--- src/rtl/spi_flash_slave_asic.sv ---
// SPI-mode-0 serial flash slave: read (0x03), page program (0x02), WREN/WRDI.
// SPI pins are oversampled in clk; backing memory is a simple byte port.
//
// state  | meaning
// IDLE   | waiting for chip-select to fall
// CMD    | shifting in the 8-bit opcode
// ADDR   | shifting in the 24-bit address
// READ   | streaming memory bytes out on MISO
// WRITE  | collecting program bytes, writing when wel=1
// IGNORE | unsupported/finished opcode, wait for chip-select to rise
module spi_flash_slave_asic #(
  parameter int PAGE_BITS = 8
) (
  input  logic        clk,
  input  logic        reset,
  input  logic        SPI_SCK,
  input  logic        SPI_SS,
  input  logic        SPI_MOSI,
  output logic        SPI_MISO,
  output logic [23:0] mem_addr,
  output logic        mem_rd_req,
  input  logic [7:0]  mem_rd_data,
  output logic        mem_wr_en,
  output logic [7:0]  mem_wr_data,
  output logic        wel
);

  typedef enum logic [2:0] {
    IDLE   = 3'd0,
    CMD    = 3'd1,
    ADDR   = 3'd2,
    READ   = 3'd3,
    WRITE  = 3'd4,
    IGNORE = 3'd5
  } state_t;

  localparam logic [PAGE_BITS-1:0] PAGE_ONE = {{(PAGE_BITS-1){1'b0}}, 1'b1};

  // [0],[1] form the synchronizer; [2] is the previous synchronized sample
  logic [2:0] sck_pipe;
  logic [2:0] ss_pipe;
  logic [1:0] mosi_pipe;

  always_ff @(posedge clk or negedge reset) begin
    if (!reset) begin
      sck_pipe  <= 3'b000;
      ss_pipe   <= 3'b111;
      mosi_pipe <= 2'b00;
    end else begin
      sck_pipe  <= {sck_pipe[1:0], SPI_SCK};
      ss_pipe   <= {ss_pipe[1:0], SPI_SS};
      mosi_pipe <= {mosi_pipe[0], SPI_MOSI};
    end
  end

  logic sck_rise, sck_fall, ss_rise, ss_fall, mosi_bit;

  assign sck_rise = sck_pipe[1] & ~sck_pipe[2];
  assign sck_fall = ~sck_pipe[1] & sck_pipe[2];
  assign ss_rise  = ss_pipe[1] & ~ss_pipe[2];
  assign ss_fall  = ~ss_pipe[1] & ss_pipe[2];
  assign mosi_bit = mosi_pipe[1];

  state_t      state;
  logic [4:0]  bit_cnt;
  logic [22:0] shift_in;
  logic [23:0] shift_next;
  logic [7:0]  tx_sr;
  logic        rd_pend;
  logic        is_read;
  logic        is_prog;

  assign shift_next = {shift_in, mosi_bit};

  always_ff @(posedge clk or negedge reset) begin
    if (!reset) begin
      state       <= IDLE;
      bit_cnt     <= 5'd0;
      shift_in    <= 23'd0;
      tx_sr       <= 8'd0;
      rd_pend     <= 1'b0;
      is_read     <= 1'b0;
      is_prog     <= 1'b0;
      SPI_MISO    <= 1'b0;
      mem_addr    <= 24'd0;
      mem_rd_req  <= 1'b0;
      mem_wr_en   <= 1'b0;
      mem_wr_data <= 8'd0;
      wel         <= 1'b0;
    end else begin
      mem_rd_req <= 1'b0;
      mem_wr_en  <= 1'b0;
      rd_pend    <= mem_rd_req;

      // program address advances inside the page once the write strobe is done
      if (mem_wr_en)
        mem_addr <= {mem_addr[23:PAGE_BITS], mem_addr[PAGE_BITS-1:0] + PAGE_ONE};

      if (rd_pend)
        tx_sr <= mem_rd_data;

      if (ss_rise) begin
        state    <= IDLE;
        bit_cnt  <= 5'd0;
        shift_in <= 23'd0;
        SPI_MISO <= 1'b0;
        rd_pend  <= 1'b0;
        is_read  <= 1'b0;
        is_prog  <= 1'b0;
        if (is_prog)
          wel <= 1'b0;
      end else begin
        case (state)
          IDLE: begin
            SPI_MISO <= 1'b0;
            if (ss_fall) begin
              state    <= CMD;
              bit_cnt  <= 5'd0;
              shift_in <= 23'd0;
              is_read  <= 1'b0;
              is_prog  <= 1'b0;
            end
          end

          CMD: begin
            if (sck_rise) begin
              shift_in <= shift_next[22:0];
              if (bit_cnt == 5'd7) begin
                bit_cnt <= 5'd0;
                case (shift_next[7:0])
                  8'h03: begin
                    state   <= ADDR;
                    is_read <= 1'b1;
                  end
                  8'h02: begin
                    state   <= ADDR;
                    is_prog <= 1'b1;
                  end
                  8'h06: begin
                    state <= IGNORE;
                    wel   <= 1'b1;
                  end
                  8'h04: begin
                    state <= IGNORE;
                    wel   <= 1'b0;
                  end
                  default: state <= IGNORE;
                endcase
              end else begin
                bit_cnt <= bit_cnt + 5'd1;
              end
            end
          end

          ADDR: begin
            if (sck_rise) begin
              shift_in <= shift_next[22:0];
              if (bit_cnt == 5'd23) begin
                bit_cnt  <= 5'd0;
                mem_addr <= shift_next;
                if (is_read) begin
                  state      <= READ;
                  mem_rd_req <= 1'b1;
                end else begin
                  state <= WRITE;
                end
              end else begin
                bit_cnt <= bit_cnt + 5'd1;
              end
            end
          end

          READ: begin
            if (sck_fall) begin
              SPI_MISO <= tx_sr[7];
              tx_sr    <= {tx_sr[6:0], 1'b0};
            end else if (sck_rise) begin
              // prefetch the next byte so its MSB is ready for the coming fall
              if (bit_cnt == 5'd7) begin
                bit_cnt    <= 5'd0;
                mem_addr   <= mem_addr + 24'd1;
                mem_rd_req <= 1'b1;
              end else begin
                bit_cnt <= bit_cnt + 5'd1;
              end
            end
          end

          WRITE: begin
            SPI_MISO <= 1'b0;
            if (sck_rise) begin
              shift_in <= shift_next[22:0];
              if (bit_cnt == 5'd7) begin
                bit_cnt <= 5'd0;
                if (wel) begin
                  mem_wr_en   <= 1'b1;
                  mem_wr_data <= shift_next[7:0];
                end
              end else begin
                bit_cnt <= bit_cnt + 5'd1;
              end
            end
          end

          IGNORE: SPI_MISO <= 1'b0;

          default: begin
            state    <= IDLE;
            SPI_MISO <= 1'b0;
          end
        endcase
      end
    end
  end

endmodule

--- config.mk ---
export PLATFORM = sky130hd
export DESIGN_NAME = spi_flash_slave_asic
export DESIGN_NICKNAME = d
export VERILOG_FILES = /design/src/rtl/spi_flash_slave_asic.sv
export SDC_FILE = /design/constraint.sdc
export NUM_CORES = 1
export LEC_CHECK = 0
export CORE_AREA = 2 2 118 91
export CTS_BUF_LIST = sky130_fd_sc_hd__clkbuf_4
export DETAILED_ROUTE_END_ITERATION = 10
export DIE_AREA = 0 0 120 93
export PLACE_DENSITY = 0.62
export SETUP_SLACK_MARGIN = 0.02
export SYNTH_ARGS = -nofsm -noshare
export SYNTH_HDL_FRONTEND = slang
export SYNTH_SLANG_ARGS = --single-unit
--- constraint.sdc ---
create_clock -name clk -period 2.85 [get_ports clk]
set_input_delay 0.57 -clock clk [delete_from_list [all_inputs] [get_ports clk]]
set_output_delay 0.57 -clock clk [all_outputs]
set_load 0.01 [all_outputs]
==> Word level (Yosys, flattened, before mapping) <==
Index checks and enable logic that the tools add are counted.
W data, S select, Z words.
{ "word_totals": {"word_cells": 140, "out_inout_bits": 36, "regBits": 86} }
{ "classes": {"eq_ne": 24, "n_reduce_logical": 21, "mux": 67, "add_sub_neg": 3, "bitwise_logic": 9} }
{ "op_table": {"columns": ["cell", "n"], "rows": [
  ["$mux W24", 6],
  ["$mux W23", 3],
  ["$pmux W24 S2", 1],
  ["$pmux W23 S2", 1],
  ["$mux W8", 5],
  ["$mux W5", 7],
  ["$mux W1", 29],
  ["$add A24 B1 Y24 const B", 1],
  ["$mux W3", 8],
  ["$ne A3 B3 Y1 const B", 7],
  ["$pmux W5 S4", 1],
  ["$reduce_and A5 Y1", 4],
  ["$eq A8 B2 Y1 const B", 2],
  ["$eq A8 B3 Y1 const B", 2],
  ["$pmux W3 S4", 1],
  ["$pmux W1 S2", 5],
  ["$reduce_bool A3 Y1", 3],
  ["$add A8 B1 Y8 const B", 1],
  ["$eq A3 B2 Y1 const B", 2],
  ["$eq A3 B3 Y1 const B", 2],
  ["$ne A2 B1 Y1 const B", 3],
  ["$ne A3 B2 Y1 const B", 2],
  ["$reduce_and A6 Y1", 1],
  ["$reduce_bool A2 Y1", 3],
  ["other kinds (14)", 24]
]} }

==> Logic depth before layout (Yosys ltp) <==
Gate-level depths: netlist of the first run.
{ "depth": {"depth_word": 7, "ltp_mapped": 10} }

==> Least setup slack after synthesis of the first run <==
OpenSTA, ideal clock, no wires.
{ "synth_timing": {"path_type": "flip-flop to flip-flop", "from": "register ss_pipe[2]", "to": "register mem_addr[20]", "n_path_buf": 3, "period_less_slack_ns": 2.075, "setup_time_ns": 0.126, "arrival_ns": 1.949, "stages_incl_launch_ff": 11, "required_time_ns": 2.724, "setup_slack_ns": 0.775, "path_cell_list": "dfstp_2 > inv_1 > ha_1 > buf_2 > nor3b_2 > buf_4 > nand4_2 > buf_2 > o21ai_0 > a21oi_1 > a221o_1"} }
{ "synth_between": {"elab_chain_len": 3} }
{ "synth_lines": {"columns": ["element", "line_no", "rtl"], "rows": [
  ["from (decl)", "41", "logic [2:0] ss_pipe;"],
  ["from (signal assigned)", "51", "ss_pipe <= {ss_pipe[1:0], SPI_SS};"],
  ["$not A1 Y1", "60", "assign ss_rise = ss_pipe[1] & ~ss_pipe[2];"],
  ["$and A1 B1 Y1", "60", null],
  ["$mux W24", "102", "if (ss_rise) begin"],
  ["to (signal assigned)", "97", "mem_addr <= {mem_addr[23:PAGE_BITS], mem_addr[PAGE_BITS-1:0] + PAGE_ONE};"],
  ["to (signal assigned)", "160", "mem_addr <= shift_next;"],
  ["to (signal assigned)", "181", "mem_addr <= mem_addr + 24'd1;"],
  ["to (decl)", "20", "output logic [23:0] mem_addr,"]
]} }
Every way passes these cells.
A chain may end at the register's enable or synchronous reset.

==> Final worst setup path of the first run <==
{ "layout_timing": {"from": "register bit_cnt[0]", "to": "register mem_addr[18]"} }
{ "layout_between": {"elab_chain_len": 6} }
{ "layout_lines": {"columns": ["element", "line_no", "rtl"], "rows": [
  ["from (decl)", "65", "logic [4:0] bit_cnt;"],
  ["from (signal assigned)", "150", "bit_cnt <= bit_cnt + 5'd1;"],
  ["from (signal assigned)", "168", "bit_cnt <= bit_cnt + 5'd1;"],
  ["from (signal assigned)", "184", "bit_cnt <= bit_cnt + 5'd1;"],
  ["$eq A5 B3 Y1", "179", "if (bit_cnt == 5'd7) begin"],
  ["$mux W24", "179", null],
  ["$mux W24", "177", "end else if (sck_rise) begin"],
  ["$mux W24", "174", "if (sck_fall) begin"],
  ["$pmux W24 S2 (*)", "113", "case (state)"],
  ["$mux W24 (*)", "102", null]
]} }
Every way passes the cells marked *; elsewhere a longest branch is shown, timed or not.

==> flow_summary.yaml, run 1 <==
run_status:
  outcome: "complete, no violations"
worst_hold_path:
  hold_path_class: "in2async"
floorplan:
  die_outline_height_um: 93
  die_area_um2: 11200
  core_um2: 10000
  die_wd_um: 120
  top_level_ports: 49
  floorplan.initialDensity: 0.441
  placementRows: 32
sta:
  relative_slew_margins: 0.475
  finalSetupTns_ns: 0
  finalHoldViolCount: 0
  setup_repair_after_global_routing_missed_its_margin: "no"
  final_slew_violations: 0
  max_clock_freq_mhz: 421
  worst_clock_skew_ns: 0.0147
  fin_worst_hold_slack_ns: 0.153
  worst_pin_slew_ns: 0.782
  setup_violations: 0
  period_share: 0.834
  timing.final.crit_period_ns: 2.38
placement:
  place.port_buffers: 48
  dp_hpwl_um: 7890
  routabilityCongestion: 0.893
routing:
  ant_nets: 0
  detailed_route_via_count: 3746
  postRouteWirelength_um: 11100
  vias_per_cell: 5.78
  drc: 0
  route.detailed.wl_per_inst_um: 17.1
  initialDrtViolationCount: 274
  detail_route.first_pass.iterations: 5
cts:
  maximum_level_of_the_cts_h_tree: 3
  clock_transition_at_the_register_clock_pins_on_the_worst_setup_and_hold_paths_after_cts_ns: 0.13
  cts_buffers: 9
  cts_tree: "done"
  root_buffer: "sky130_fd_sc_hd__clkbuf_4"
  postCtsSetupRepairBufs: 0
  cts_hold_buf: 0
  clock_sink_count: 86
  cts_resized: 0
  cts_buffer_depth: 2
  clk_latency_ns: 0.44
logic_synthesis:
  synth_area_leaders: "sky130_fd_sc_hd__dfrtp_1 47%, sky130_fd_sc_hd__nand2_1 6.0%, sky130_fd_sc_hd__o21ai_0 4.5%"
  synth.ff_latch_count: 86
  synth_compound_area_frac: 0.176
  yosys.area_share.simple: 0.211
  post_synth_inst_count: 472
  synthesis.area_per_instance_um2: 9.39
  synth_xor_xnor_area_share: 0.0178
  yosysTopAreaCellShare: 0.469
  syn_nets: 488
  synth_enable_flop_cells: 0
  synth_top_area_cell: "sky130_fd_sc_hd__dfrtp_1"
  synth_async_sr_flop_share: 1.00
  dominant_combinational_cell_family_by_area_after_synthesis: "simple AND/OR/NAND/NOR gates"
  portion_of_the_post_synthesis_area_used_by_sequential_elements: 0.487
  dominantRegCellSynth: "sky130_fd_sc_hd__dfrtp_1"
  synth.cell_area_um2: 4430
  ys_types: 63
  ys.warnings.count: 0
  muxShareOfSynthArea: 0.0525
  yosys.area_share.adder: 0.0107
grt:
  grt_overflow_total: 0
  grt_pass1_wl_um: 18600
  antenna_found_initial: 0
  grt_start_max_net_pins: 52
  grt.total_usage: 0.212
  vias_in_the_first_global_route: 3502
layout:
  antenna_cells: 0
  layout.cells.most_common: "sky130_fd_sc_hd__dfrtp_1"
  synthToLayoutAreaGrowth_pct: 15.5
  layout_common_cells: "83 x sky130_fd_sc_hd__dfrtp_1, 71 x sky130_fd_sc_hd__nand2_1, 47 x sky130_fd_sc_hd__clkdlybuf4s50_1"
  nNetsFinal: 523
  share_of_final_layout_standard_cells_stronger_than_drive_strength_1: 0.0938
  filler_cell_count: 939
job:
  max_cap_viol_count: 0
pwr:
  p_int_w: 0.00164
  power.switching_fraction: 0.344
  leakagePower_nw: 2.09
  combPwrFrac: 0.206
  proportion_of_power_drawn_by_flip_flops_and_latches: 0.557
  power.density_cell_area_nw_per_um2: 489
  irDropWorstVdd_mv: 0.319
  share_clk_of_total_power: 0.237
  total_switching_power_w: 0.000860
critical_path:
  worst_setup_path_startpoint: "bit_cnt[0]"
  crit_family: "simple AND/OR/NAND/NOR gates"
  crit_path_top_delay_cell: "sky130_fd_sc_hd__and3b_1"
  critical_path_at_ns: 2.72
  critical_path.max_fanout: 13
  critical_path_class: "reg2reg"
  critical_path.cell_chain: "ha_1 > and3b_1 > nand4_2 > buf_4 > o21ai_0 > a21oi_1 > a221o_1"
  reg2reg_depth: 7
  crit-reg2reg-launch: "bit_cnt[0]"
  critPathCaptureType: "flop"
  cp_num_buf_inv: 1
  critPathRequiredTime_ns: 3.20
  cpPeakStageDelay_ns: 0.42
  worstSetupStartpointType: "flop"
  total_stage_count_of_the_critical_path: 7
==> logic make-up (layout without fill, tap and decap cells) <==
group,count (synthesis),after routing
buf+inv,45,85
simple gates,182,182
flops,86,86
mux,22,22
compound gates,124,124
xor+xnor,9,9
fa+ha+maj,4,4
==> area by class of cell <==
type / instances / area (µm²) / area share
Clock buffer: 11 / 82.6 / 0.0161
Multi-Input combinational cell: 341 / 2070 / 0.405
Timing Repair Buffer: 59 / 573 / 0.112
Inverter: 10 / 37.5 / 0.00734
Clock inverter: 5 / 26.3 / 0.00514
Sequential cell: 86 / 2160 / 0.421
Tap cell: 136 / 170 / 0.0333
==> state kept, by name, indices dropped and copies added, names as in the netlist, 2 cells and up <==
register / flops
state: 3
sck_pipe: 3
mem_wr_data: 8
shift_in: 23
bit_cnt: 5
tx_sr: 8
mem_addr: 24
ss_pipe: 3
mosi_pipe: 2
==> synthesized netlist by cell type, types with 2 or more instances <==
cell type / number
sky130_fd_sc_hd__dfrtp_1: 83
sky130_fd_sc_hd__nand2_1: 71
sky130_fd_sc_hd__o21ai_0: 40
sky130_fd_sc_hd__a21oi_1: 27
sky130_fd_sc_hd__nor2_1: 24
sky130_fd_sc_hd__nand3_1: 22
sky130_fd_sc_hd__buf_2: 16
sky130_fd_sc_hd__clkbuf_1: 13
sky130_fd_sc_hd__mux2i_1: 12
sky130_fd_sc_hd__inv_1: 10
sky130_fd_sc_hd__mux2_2: 10
sky130_fd_sc_hd__nand4_1: 10
sky130_fd_sc_hd__nor3_1: 8
sky130_fd_sc_hd__nor2b_1: 7
sky130_fd_sc_hd__o21ai_1: 7
sky130_fd_sc_hd__o22ai_1: 7
sky130_fd_sc_hd__a22oi_1: 6
sky130_fd_sc_hd__xor2_1: 6
sky130_fd_sc_hd__and2_1: 5
sky130_fd_sc_hd__a31oi_1: 4
sky130_fd_sc_hd__and3_1: 4
sky130_fd_sc_hd__and4_1: 4
sky130_fd_sc_hd__buf_4: 4
sky130_fd_sc_hd__nand2b_1: 4
sky130_fd_sc_hd__a211o_1: 3
sky130_fd_sc_hd__a21o_1: 3
sky130_fd_sc_hd__a221o_1: 3
sky130_fd_sc_hd__a311oi_1: 3
sky130_fd_sc_hd__dfstp_2: 3
sky130_fd_sc_hd__ha_1: 3
sky130_fd_sc_hd__nor4_1: 3
sky130_fd_sc_hd__or3_1: 3
sky130_fd_sc_hd__xnor2_1: 3
sky130_fd_sc_hd__a221oi_1: 2
sky130_fd_sc_hd__a32o_1: 2
sky130_fd_sc_hd__a32oi_1: 2
sky130_fd_sc_hd__and2b_1: 2
sky130_fd_sc_hd__and4b_1: 2
sky130_fd_sc_hd__buf_1: 2
sky130_fd_sc_hd__nand4_2: 2
sky130_fd_sc_hd__o211ai_1: 2
sky130_fd_sc_hd__o311ai_1: 2
sky130_fd_sc_hd__o31ai_1: 2
sky130_fd_sc_hd__or4_1: 2
==> power by group through the flow <==
stage | sequential (W) | clock [W] | combinational, W
after CTS | 0.00139 | 0.000614 | 0.000517
after detailed placement | 0.00141 | 0 | 0.000515
after global routing | 0.00141 | 0.000678 | 0.000573
final | 0.00139 | 0.000593 | 0.000515
after global placement | 0.00141 | 0 | 0.000498
after floorplan | 0.00134 | 0 | 0.000411
==> through the flow <==
step | cell area [µm²] | instances | setup WS, ns | total power (W) | utilization
final | 5120 | 648 | 0.473 | 0.00250 | 0.509
after global routing | 5120 | 648 | 0.300 | 0.00266 | 0.509
after CTS | 5120 | 648 | 0.491 | 0.00252 | 0.509
after detailed placement | 5010 | 632 | 0.510 | 0.00193 | 0.498
after global placement | 5010 | 632 | 0.629 | 0.00191 | 0.498
after floorplan | 4430 | 472 | 0.775 | 0.00175 | -
==> routing by layer <==
| layer | part of all wire | GRT usage | vias to the layer above | wire length (µm) |
|---|---|---|---|---|
| met5 | 0 | 0 | - | 0 |
| met4 | 0.019 | 0.0667 | 0 | 209 |
| met3 | 0.072 | 0.0543 | 22 | 798 |
| met2 | 0.41 | 0.288 | 137 | 4510 |
| met1 | 0.50 | 0.325 | 1800 | 5580 |
| li1 | - | - | 1787 | - |
==> final timing paths <==
kind | endpoint | slack, ns
setup / recovery | mem_addr[18] | 0.47
hold / removal | state[2] | 0.15
setup reg to reg | mem_addr[18] | 0.47
hold reg to reg | ss_pipe[1] | 0.37
max in group asynchronous | shift_in[22] | 2.05
min in group clk | ss_pipe[1] | 0.37
(Power assumes the default switching activity.)
==> run 2: changes to the inputs <==
==> constraint.sdc (replaced) <==
create_clock -name clk -period 2.2 [get_ports clk]
set_input_delay 0.44 -clock clk [delete_from_list [all_inputs] [get_ports clk]]
set_output_delay 0.44 -clock clk [all_outputs]
set_load 0.01 [all_outputs]
==> flow_summary.yaml, run 2 (same netlist as run 1, synthesis figures left out) <==
run_status:
  outcome: "complete, no violations"
floorplan:
  core_um2: 10000
  die_area_um2: 11200
  floorplan.initialDensity: 0.441
  placementRows: 32
  die_outline_height_um: 93
  die_wd_um: 120
  top_level_ports: 49
layout:
  layout.cells.most_common: "sky130_fd_sc_hd__dfrtp_1"
  largest_reg_flops: 24
  filler_cell_count: 923
  nNetsFinal: 547
  share_of_final_layout_standard_cells_stronger_than_drive_strength_1: 0.136
  top_regs: "mem_addr x24, shift_in x23"
  layout_common_cells: "83 x sky130_fd_sc_hd__dfrtp_1, 71 x sky130_fd_sc_hd__nand2_1, 47 x sky130_fd_sc_hd__clkdlybuf4s50_1"
  synthToLayoutAreaGrowth_pct: 21.2
  largest_reg_by_ff_count: "mem_addr"
  antenna_cells: 0
sta:
  finalSetupTns_ns: 0
  finalHoldViolCount: 0
  max_clock_freq_mhz: 475
  setup_violations: 0
  period_share: 0.957
  worst_pin_slew_ns: 0.529
  final_slew_violations: 0
  layout_setup_ws_ns: 0.0945
  setup_repair_after_global_routing_missed_its_margin: "no"
  relative_slew_margins: 0.645
  timing.final.crit_period_ns: 2.11
  worst_clock_skew_ns: 0.0130
pwr:
  leakagePower_nw: 2.23
  report.power.total_w: 0.00348
  irDropWorstVdd_mv: 0.344
  power.density_cell_area_nw_per_um2: 648
cts:
  maximum_level_of_the_cts_h_tree: 3
  root_buffer: "sky130_fd_sc_hd__clkbuf_4"
  cts_buffer_depth: 2
  cts_buffers: 9
  clk_latency_ns: 0.46
  cts_tree: "done"
  clock_sink_count: 86
  clock_transition_at_the_register_clock_pins_on_the_worst_setup_and_hold_paths_after_cts_ns: 0.12
placement:
  routabilityCongestion: 0.895
  place.port_buffers: 48
  setup_ws_pre_cts_ns: 0.0497
  dp_hpwl_um: 8710
routing:
  route.detailed.wl_per_inst_um: 17.6
  detail_route.first_pass.iterations: 5
  initialDrtViolationCount: 508
  postRouteWirelength_um: 11900
  vias_per_cell: 5.76
  drc: 0
  ant_nets: 0
  detailed_route_via_count: 3869
grt:
  grt_overflow_total: 0
  grt_pass1_wl_um: 19900
  grt_start_max_net_pins: 48
  antenna_found_initial: 0
  grt.total_usage: 0.228
  vias_in_the_first_global_route: 3702
worst_hold_path:
  hold_path_class: "reg2reg"
  min_from: "sck_pipe[0]"
critical_path:
  critical_path_class: "reg2reg"
  worst_setup_path_startpoint: "ss_pipe[2]"
  cpPeakStageDelay_ns: 0.54
  crit-reg2reg-launch: "ss_pipe[2]"
  critical_path_at_ns: 2.45
  critPathRequiredTime_ns: 2.55
  critPathCaptureType: "flop"
  critical_path.cell_chain: "inv_1 > ha_1 > nor3b_2 > nand4_2 > buf_4 > o21ai_0 > a21oi_1 > a221o_1"
  crit_path_top_delay_cell: "sky130_fd_sc_hd__dfstp_2"
  critical_path.max_fanout: 17
  worstSetupStartpointType: "flop"
job:
  max_cap_viol_count: 0
==> run 2: layout make-up <==
type / instances / area [µm²] / share of cell area
inverter: 10 / 37.5 / 0.00699
clock buffer: 11 / 82.6 / 0.0154
timing repair buffer: 83 / 793 / 0.148
multi-input combinational: 341 / 2080 / 0.387
clock inverter: 5 / 50.0 / 0.00932
sequential: 86 / 2160 / 0.402
tap: 136 / 170 / 0.0317
==> run 2: timing repair <==
item                                   in CTS  in global routing
endpoints found under the hold margin      12                  0
buffers inserted                            0                  0
setup endpoints to repair                   0                 21
resized for setup                           0                  3
hold buffers                                1                  0
==> run 2: final timing paths <==
path / end / slack [ns] / depth (start not counted)
max in group asynchronous: ss_pipe[2] / 1.19 / 3
min in group asynchronous: state[0] / 0.37 / 2
worst min-delay path: sck_pipe[1] / 0.36 / 0
worst max-delay path: mem_addr[20] / 0.09 / 8
worst min register to register: sck_pipe[1] / 0.36 / 0
worst max register to register: mem_addr[20] / 0.09 / 8
==> run 2: critical path: cells and delay by family (launching register included) <==
kind | cells | cell delay [ns]
buf+inv | 2 | 0.29
flops | 1 | 0.54
compound gates | 3 | 0.55
simple gates | 2 | 0.43
fa+ha+maj | 1 | 0.21
==> run 2: stage by stage <==
| step | area, µm² | hold WS (ns) | util | cells |
|---|---|---|---|---|
| floorplan | 4430 | 0.144 | - | 472 |
| global placement | 5220 | 0.317 | 0.519 | 655 |
| detailed placement | 5220 | 0.321 | 0.519 | 655 |
| CTS | 5360 | 0.354 | 0.533 | 672 |
| global route | 5370 | 0.363 | 0.534 | 672 |
| finish | 5370 | 0.362 | 0.534 | 672 |
==> run 2: report_power, final <==
group	switching [W]	total [W]	internal, W
logic	0.000492	0.000794	0.000302
clock network	0.000544	0.000907	0.000363
registers	0.000123	0.00178	0.00166
==> run 2: metal layers <==
layer,GRT usage,up-vias,wire length [µm]
met5,0,-,0
met4,0.0431,0,95
met3,0.0665,10,1050
met2,0.318,162,5000
met1,0.352,1864,5720
li1,-,1833,-
